### src/rtl/nibble_assembler_pkg.sv
// Shared definitions for hex digit entry: nibble width, entry FSM states,
// and the per-cycle action priority used by display and entry blocks.
package nibble_assembler_pkg;

    localparam int unsigned NIB_W = 4;

    typedef enum logic [1:0] {
        ST_EMPTY   = 2'b00,
        ST_PARTIAL = 2'b01,
        ST_FULL    = 2'b10
    } state_t;

    typedef enum logic [2:0] {
        ACT_NONE   = 3'd0,
        ACT_CLEAR  = 3'd1,
        ACT_COMMIT = 3'd2,
        ACT_BACK   = 3'd3,
        ACT_NIB    = 3'd4
    } action_t;

    // Exactly one action per cycle; lower-priority strobes are dropped.
    function automatic action_t decode_action(
        input logic clear,
        input logic commit,
        input logic back,
        input logic nib_valid
    );
        if (clear)          return ACT_CLEAR;
        else if (commit)    return ACT_COMMIT;
        else if (back)      return ACT_BACK;
        else if (nib_valid) return ACT_NIB;
        else                return ACT_NONE;
    endfunction

endpackage

### src/rtl/nibble_assembler_shift_reg.sv
// Digit shift register: shift-left-in a nibble, shift-right with zero fill,
// synchronous clear (highest priority), asynchronous active-low reset.
module nibble_shift_reg
    import nibble_assembler_pkg::*;
#(
    parameter int unsigned DIGITS = 8
) (
    input  logic                      clk,
    input  logic                      reset,
    input  logic                      sync_clr,
    input  logic                      shift_in,
    input  logic                      shift_out,
    input  logic [NIB_W-1:0]          nib,
    output logic [NIB_W*DIGITS-1:0]   word
);

    localparam int unsigned WORD_W = NIB_W * DIGITS;

    // Truncating the concatenation drops the oldest digit without a slice,
    // which keeps DIGITS = 1 legal.
    always_ff @(posedge clk or negedge reset) begin
        if (!reset) begin
            word <= '0;
        end else if (sync_clr) begin
            word <= '0;
        end else if (shift_out) begin
            word <= word >> NIB_W;
        end else if (shift_in) begin
            word <= WORD_W'({word, nib});
        end
    end

endmodule

### src/rtl/nibble_assembler.sv
// Hex digit entry: assembles nibble strobes into a working word with
// backspace, clear and commit; publishes a one-cycle-valid result word.
module nibble_assembler
    import nibble_assembler_pkg::*;
#(
    parameter int unsigned DIGITS = 8
) (
    input  logic                      clk,
    input  logic                      reset,
    input  logic [NIB_W-1:0]          nib_in,
    input  logic                      nib_valid,
    input  logic                      back,
    input  logic                      clear,
    input  logic                      commit,
    output logic [NIB_W*DIGITS-1:0]   work_word,
    output logic [3:0]                digit_cnt,
    output logic                      full,
    output logic                      overflow,
    output logic [NIB_W*DIGITS-1:0]   result,
    output logic                      result_valid
);

    localparam int unsigned WORD_W  = NIB_W * DIGITS;
    localparam logic [3:0]  CNT_MAX = 4'(DIGITS);

    state_t              state;
    state_t              state_next;
    action_t             act;
    logic [3:0]          cnt_next;
    logic                do_clr;
    logic                do_shl;
    logic                do_shr;
    logic                ovf_next;
    logic                rv_next;
    logic [WORD_W-1:0]   res_next;

    assign act = decode_action(clear, commit, back, nib_valid);

    always_comb begin
        state_next = state;
        cnt_next   = digit_cnt;
        do_clr     = 1'b0;
        do_shl     = 1'b0;
        do_shr     = 1'b0;
        ovf_next   = 1'b0;
        rv_next    = 1'b0;
        res_next   = result;
        case (act)
            ACT_CLEAR: begin
                do_clr     = 1'b1;
                cnt_next   = '0;
                state_next = ST_EMPTY;
            end
            ACT_COMMIT: begin
                do_clr     = 1'b1;
                cnt_next   = '0;
                state_next = ST_EMPTY;
                rv_next    = 1'b1;
                res_next   = work_word;
            end
            ACT_BACK: begin
                if (state != ST_EMPTY) begin
                    do_shr     = 1'b1;
                    cnt_next   = digit_cnt - 4'd1;
                    state_next = (cnt_next == '0) ? ST_EMPTY : ST_PARTIAL;
                end
            end
            ACT_NIB: begin
                if (state == ST_FULL) begin
                    ovf_next = 1'b1;
                end else begin
                    do_shl     = 1'b1;
                    cnt_next   = digit_cnt + 4'd1;
                    state_next = (cnt_next == CNT_MAX) ? ST_FULL : ST_PARTIAL;
                end
            end
            default: ;
        endcase
    end

    always_ff @(posedge clk or negedge reset) begin
        if (!reset) begin
            state        <= ST_EMPTY;
            digit_cnt    <= '0;
            overflow     <= 1'b0;
            result_valid <= 1'b0;
            result       <= '0;
        end else begin
            state        <= state_next;
            digit_cnt    <= cnt_next;
            overflow     <= ovf_next;
            result_valid <= rv_next;
            result       <= res_next;
        end
    end

    assign full = (state == ST_FULL);

    nibble_shift_reg #(
        .DIGITS (DIGITS)
    ) u_shift (
        .clk       (clk),
        .reset     (reset),
        .sync_clr  (do_clr),
        .shift_in  (do_shl),
        .shift_out (do_shr),
        .nib       (nib_in),
        .word      (work_word)
    );

endmodule

### config.mk
export PLATFORM = sky130hd
export DESIGN_NAME = nibble_assembler
export DESIGN_NICKNAME = d
export VERILOG_FILES = /design/src/rtl/nibble_assembler_pkg.sv /design/src/rtl/nibble_assembler_shift_reg.sv /design/src/rtl/nibble_assembler.sv
export SDC_FILE = /design/constraint.sdc
export NUM_CORES = 1
export LEC_CHECK = 0
export BUFFER_PORTS_ARGS = -buffer_cell sky130_fd_sc_hd__buf_2
export CORE_AREA = 2 2 114 105
export DETAILED_ROUTE_END_ITERATION = 10
export DIE_AREA = 0 0 116 107
export PLACE_DENSITY_LB_ADDON = 0.12
export SETUP_SLACK_MARGIN = 0.15
export SYNTH_ARGS = -nofsm -noshare
export SYNTH_HDL_FRONTEND = slang
export SYNTH_SLANG_ARGS = --single-unit
### constraint.sdc
create_clock -name clk -period 1.9 [get_ports clk]
set_input_delay 0.095 -clock clk [delete_from_list [all_inputs] [get_ports clk]]
set_output_delay 0.095 -clock clk [all_outputs]
set_load 0.01 [all_outputs]
==> results.json, run 1 <==
{
  "status": "finished clean",
  "synth_area_per_cell_um2": 12.0,
  "worstPathRequired_ns": 2.12,
  "clockBufferDepth": 2,
  "wl_mm": 7.80,
  "die_w_um": 116,
  "vias": 2391,
  "ant_nets": 0,
  "gp_congestion": 0.761,
  "synth_seq_cells": 72,
  "grt_util_met1_pct": 18.1,
  "worstSkewPairLatency_ns": 0.33,
  "drive_above_1_share_pct": 42.7,
  "die_area_um2": 12400,
  "maxCapViolations": 0,
  "met3_usage_pct": 4.07,
  "path_clk_slew_ns": 0.06,
  "grt_overflow_total": 0,
  "grt_busiest_layer": "met2",
  "grt_pass1_vias": 2449,
  "final_cell_mix": "buf_2, dfrtp_1, nand2_1",
  "fmax_mhz": 599,
  "first_pass_iters": 4,
  "fin_nets": 372,
  "synth_cells": 274,
  "h-tree-depth": 3,
  "cts_root_buffer": "clkbuf_16",
  "hold_viol": 0,
  "worst_clock_skew_ns": 0.00511,
  "r2r-start": "digit_cnt[1]",
  "leakage_nw": 2.06,
  "crit_path_start": "digit_cnt[1]",
  "synth-async-reset-ratio_pct": 100,
  "hpwl_mm": 5.30,
  "synth_area_leaders": "dfrtp_1, mux2_2, mux2i_1",
  "numPortBuffers": 80,
  "vias_per_cell": 4.62,
  "numCtsBuffers": 9,
  "start_util_pct": 29.2,
  "rr_worst_depth": 5,
  "core.rowCount": 37,
  "tns_ns": 0,
  "grt_util_all_layers_pct": 13.7,
  "finalCritPeriodShare_pct": 87.8,
  "slowest_delay_ns": 0.42,
  "grt_max_degree": 44,
  "core_region_area_um2": 11200,
  "regArea_um2": 1800,
  "antenna_found_initial": 0,
  "multi_input_area_um2": 1330,
  "route.detailed.drc": 0,
  "yosysTopAreaCellShare_pct": 55.0,
  "layout_min_cycle_time_ns": 1.67,
  "switching_share_pct": 23.5,
  "drt_iter0_markers": 102,
  "p_seq_share_pct": 45.9,
  "p_switching_w": 0.000820,
  "yosysWarnings": 0,
  "cp-end-kind": "register",
  "cp_slowest_cell": "dfrtp_2",
  "startpoint_type": "register",
  "area_growth_pct": 27.4,
  "final_common_cell": "buf_2",
  "ir_worst_vdd_mv": 0.334,
  "syn_area_um2": 3280,
  "path_max_fanout": 7,
  "r2r-end": "state[0]",
  "clkPwrFrac_pct": 45.9,
  "yosys.area.top_type": "dfrtp_1",
  "endpoint": "state[0]",
  "combPwrFrac_pct": 8.2,
  "r2r_slack_ns": 0.23,
  "worst_pin_slew_ns": 0.562,
  "internal-power_w": 0.00267,
  "antenna_cells": 0,
  "crit_path_cell_trace": "inv_1, ha_1, o41ai_1, a21oi_1, o31a_1",
  "ys_seq_area_share_pct": 55.0,
  "yosys.cell_types.count": 41,
  "setup_viol": 0,
  "ys.flop_type": "dfrtp_1",
  "die_y_um": 107,
  "worstSetupPathType": "register to register",
  "slew_violations": 0,
  "rsz0062_at_grt": "yes",
  "synthesis.nets": 287,
  "wire_per_inst_um": 15.1,
  "boundaryPins": 81,
  "synth_edf_count": 0,
  "fin_ws_ns": 0.231,
  "cp.arrival_ns": 1.89,
  "cts_tree": "done",
  "grt_pass1_wl_mm": 13.0,
  "post-place-ws_ns": 0.208,
  "hp-class": "input port to register",
  "power_density_nw_per_um2": 837,
  "max-slew-margin-rel_pct": 62.6,
  "grtUsageMet2_pct": 21.7,
  "fillers": 1158,
  "clock_sinks": 72
}
worst max-delay path: cells and delay by family, from the launching register on:
kind            cells  cell delay (ns)
flops               1             0.42
buf+inv             1             0.10
fa+ha+maj           1             0.23
compound gates      3             0.81
sequential cells by signal, summed over array words and instances, names as in the netlist:
name and cells:
result_valid 1, overflow 1, digit_cnt 4, u_shift.word 32, state 2, result 32
layout make-up:
type,count,area share (%)
flip-flops and latches,72,43.2
clock inverters,4,1.17
repair buffers,92,13.2
multi-input cells,178,31.9
well taps,156,4.67
clock buffers,9,5.39
inverters,6,0.539
per-layer routing:
layer | wire length [um] | vias to the layer above
li1 | - | 1127
met1 | 3540 | 1194
met2 | 3800 | 61
met3 | 352 | 9
met4 | 102 | 0
met5 | 0 | -
cell usage after synthesis (3+ instances only):
library cell and number:
nand2b_1 3, buf_2 4, o21ai_1 19, ha_1 3, nand2_1 38, mux2_2 32
mux2i_1 28, o21ai_0 4, nand3_1 5, o21ai_2 10, clkbuf_1 7, nor2_1 6
dfrtp_1 72, inv_1 5, a21oi_1 7
metrics by stage:
step           cells  utilization, %  area, um2  hold WS (ns)  total power [W]
3_5_place_dp     503            34.7       3890         0.135          0.00192
4_1_cts          517            37.2       4170        0.0259          0.00356
2_1_floorplan    274               -       3280        -0.201          0.00180
3_3_place_gp     503            34.7       3890         0.138          0.00192
6_report         517            37.3       4180        0.0382          0.00349
5_1_grt          517            37.3       4180        0.0612          0.00367
power groups by stage:
stage	Clock (W)	Combinational [W]	Sequential (W)
after floorplan	0	0.000167	0.00163
after global placement	0	0.000291	0.00163
after detailed placement	0	0.000289	0.00163
after CTS	0.00167	0.000292	0.00160
after global routing	0.00174	0.000321	0.00161
final	0.00160	0.000286	0.00160
worst min-delay path by stage:
| stage | endpoint | slack (ns) | cells past startpoint | startpoint |
|---|---|---|---|---|
| floorplan | digit_cnt[0] | -0.20 | 0 | reset |
| detailed placement | result[10] | 0.13 | 1 | reset |
| finish | u_shift.word[1] | 0.04 | 3 | nib_in[1] |
| CTS | u_shift.word[1] | 0.03 | 3 | nib_in[1] |
| global route | u_shift.word[3] | 0.06 | 3 | nib_in[3] |
| global placement | result[10] | 0.14 | 1 | reset |
cell families (layout without fill, tap and decap cells):
family / count (synthesis) / count (layout) / share of synthesized area, %
buffers and inverters: 24 / 111 / 4.47
AO/OA/AOI/OAI: 52 / 52 / 10.2
multiplexers: 60 / 60 / 19.5
adder cells (fa/ha/maj): 3 / 3 / 1.15
flip-flops: 72 / 72 / 55.0
AND/OR/NAND/NOR: 62 / 62 / 9.39
XOR/XNOR: 1 / 1 / 0.267
timing repair:
| action | in CTS | in global routing |
|---|---|---|
| hold buffers | 1 | 0 |
| buffers inserted | 0 | 0 |
| resized for setup | 0 | 2 |
| setup endpoints to repair | 0 | 30 |
| hold endpoints to repair | 41 | 0 |
No activity file was read; power rests on OpenSTA's default activity.
==> run 2, diff against run 1 <==
--- a/config.mk
+++ b/config.mk
@@ -6,9 +6,9 @@
 export NUM_CORES = 1
 export LEC_CHECK = 0
 export BUFFER_PORTS_ARGS = -buffer_cell sky130_fd_sc_hd__buf_2
-export CORE_AREA = 2 2 114 105
+export CORE_AREA = 2 2 86 80
 export DETAILED_ROUTE_END_ITERATION = 10
-export DIE_AREA = 0 0 116 107
+export DIE_AREA = 0 0 88 82
 export PLACE_DENSITY_LB_ADDON = 0.12
 export SETUP_SLACK_MARGIN = 0.15
 export SYNTH_ARGS = -nofsm -noshare
==> constraint.sdc (replaced) <==
create_clock -name clk -period 1.8 [get_ports clk]
set_input_delay 0.09 -clock clk [delete_from_list [all_inputs] [get_ports clk]]
set_output_delay 0.09 -clock clk [all_outputs]
set_load 0.01 [all_outputs]
==> run 2 against run 1 <==
  * Global-route usage rose by 6.4 points
  * Worst hold slack got worse by 0.0064 ns
  * Setup slack improved by 0.017 ns
  * Clock skew rose by 0.00052 ns
  * Flip-flop and latch count did not move
  * Non-clock buffer count rose by 4
  * Fmax rose by 7.6%
  * Via count fell by 0.25%
  * Total power fell by 7.1%
  * Combinational power rose by 9.1%
  * Critical path type unchanged
  * Critical endpoint is now u_shift.word[10]
==> results.json, run 2 (synthesis results as in run 1) <==
{
  "core.rowCount": 28,
  "hp-class": "input port to register",
  "numPortBuffers": 80,
  "status": "finished clean",
  "cp_slowest_cell": "dfrtp_1",
  "drt-met1-wl_mm": 2.97,
  "path_clk_slew_ns": 0.07,
  "max-slew-margin-rel_pct": 65.9,
  "worstSetupPathType": "register to register",
  "final_cell_mix": "buf_2, dfrtp_1, nand2_1",
  "antenna_cells": 0,
  "die_w_um": 88,
  "grt_max_degree": 40,
  "grt_util_all_layers_pct": 20.1,
  "area_growth_pct": 23.5,
  "cts_root_buffer": "clkbuf_8",
  "maxCapViolations": 0,
  "slew_violations": 0,
  "die_area_um2": 7220,
  "hold_viol": 0,
  "final_common_cell": "buf_2",
  "boundaryPins": 81,
  "rr_worst_depth": 6,
  "worst_clock_skew_ns": 0.00564,
  "core_region_area_um2": 6340,
  "grt_overflow_total": 0,
  "dr_wl_met2_mm": 3.39,
  "route.detailed.drc": 0,
  "placed_cell_area_um2": 3820,
  "vias": 2385,
  "worstSkewPairLatency_ns": 0.34,
  "first_pass_iters": 4,
  "ir_worst_vdd_mv": 0.552,
  "leakage_nw": 2.05,
  "gp_congestion": 0.833,
  "top_layer_used": "met4",
  "wire_per_inst_um": 14.7,
  "die_y_um": 82,
  "grt_pass1_vias": 2238,
  "power_density_nw_per_um2": 802,
  "r2r-start": "state[0]",
  "clock_sinks": 72,
  "crit_path_cell_trace": "nand2b_4, inv_2, o311a_2, nand2b_1, buf_12, o21ai_1",
  "drive_above_1_share_pct": 43.3,
  "wl_mm": 6.70,
  "whs_path_depth": 3,
  "h-tree-depth": 3,
  "path_max_fanout": 29,
  "finalCritPeriodShare_pct": 86.2,
  "holdWs_ns": 0.0318,
  "power_w": 0.00325,
  "ant_nets": 0,
  "numCtsBuffers": 9,
  "antenna_found_initial": 0,
  "worst_pin_slew_ns": 0.511,
  "reg.largest.list": "result x32, u_shift.word x32, digit_cnt x4",
  "r2r_slack_ns": 0.25,
  "grt_pass1_wl_mm": 11.0,
  "cp_top_family": "compound AO/OA/AOI/OAI gates",
  "setup_viol": 0,
  "cp-end-kind": "register",
  "fmax_mhz": 644,
  "layout_min_cycle_time_ns": 1.55,
  "hpwl_mm": 4.66,
  "cp.arrival_ns": 1.82,
  "vias_per_cell": 5.22,
  "rsz0062_at_grt": "no",
  "r2r-end": "u_shift.word[10]",
  "route.met3.wl_um": 306,
  "drt_iter0_markers": 177,
  "slowest_delay_ns": 0.39,
  "worstPathRequired_ns": 2.07,
  "cts_tree": "done",
  "critPathBufInv": 2,
  "startpoint_type": "register",
  "tns_ns": 0,
  "clockBufferDepth": 2,
  "fin_nets": 376,
  "finish.instance_area_um2": 4050,
  "start_util_pct": 51.7,
  "hold_start": "nib_in[0]",
  "hold_end": "u_shift.word[0]"
}
==> run 2: cell count changes in the layout (fill, tap and decap cells not counted), sizes merged <==
cell / previous run / this run
clkinv: 3 / 2
buf: 91 / 94
dlygate4sd3: 1 / 2
clkinvlp: 0 / 1
clkbuf: 9 / 10
inv: 6 / 7
==> run 2: where the power goes <==
| part | switching, W | internal (W) |
|---|---|---|
| sequential | 0.0000317 | 0.00165 |
| clock | 0.000581 | 0.000670 |
| combinational | 0.000183 | 0.000130 |
==> run 2: how the worst max path moves through the flow <==
stage | startpoint | endpoint | slack, ns | cells past startpoint
after floorplan | digit_cnt[0] | state[0] | 0.16 | 6
after global placement | digit_cnt[0] | state[0] | 0.28 | 5
after detailed placement | state[0] | u_shift.word[27] | 0.24 | 6
after CTS | state[0] | u_shift.word[1] | 0.22 | 6
after global routing | state[0] | u_shift.word[1] | 0.15 | 6
final | state[0] | u_shift.word[10] | 0.25 | 6
==> run 2: final cells by class <==
cell class	count	area [um2]
fillers	513	2290
flip-flops and latches	72	1800
multi-input cells	178	1340
repair buffers	96	578
clock buffers	10	138
well taps	90	113
clock inverters	5	56.3
inverters	6	22.5
==> run 2: through the flow <==
step	std cells	utilization, %	setup slack [ns]
4_1_cts	455	63.6	0.219
6_report	457	63.8	0.248
3_5_place_dp	438	60.2	0.235
3_3_place_gp	438	60.2	0.276
2_1_floorplan	274	-	0.162
5_1_grt	457	63.8	0.154
==> run 2: tightest hold or removal path: cells and delay by family <==
kind	cells	cell delay, ns
AO/OA/AOI/OAI	1	0.11
multiplexers	1	0.06
buffers and inverters	1	0.07
==> run 2: timing repair <==
item                                    in CTS  in global routing
hold endpoints to repair                    39                  0
setup buffers                                0                  2
hold buffers                                 2                  0
resized for setup                            0                  1
endpoints found under the setup margin       0                 13
==> run 2: layer usage <==
layer / global-route usage [%] / up-vias
li1: - / 1148
met1: 26.4 / 1171
met2: 32.3 / 64
met3: 5.03 / 2
met4: 7.85 / 0
met5: 0 / -
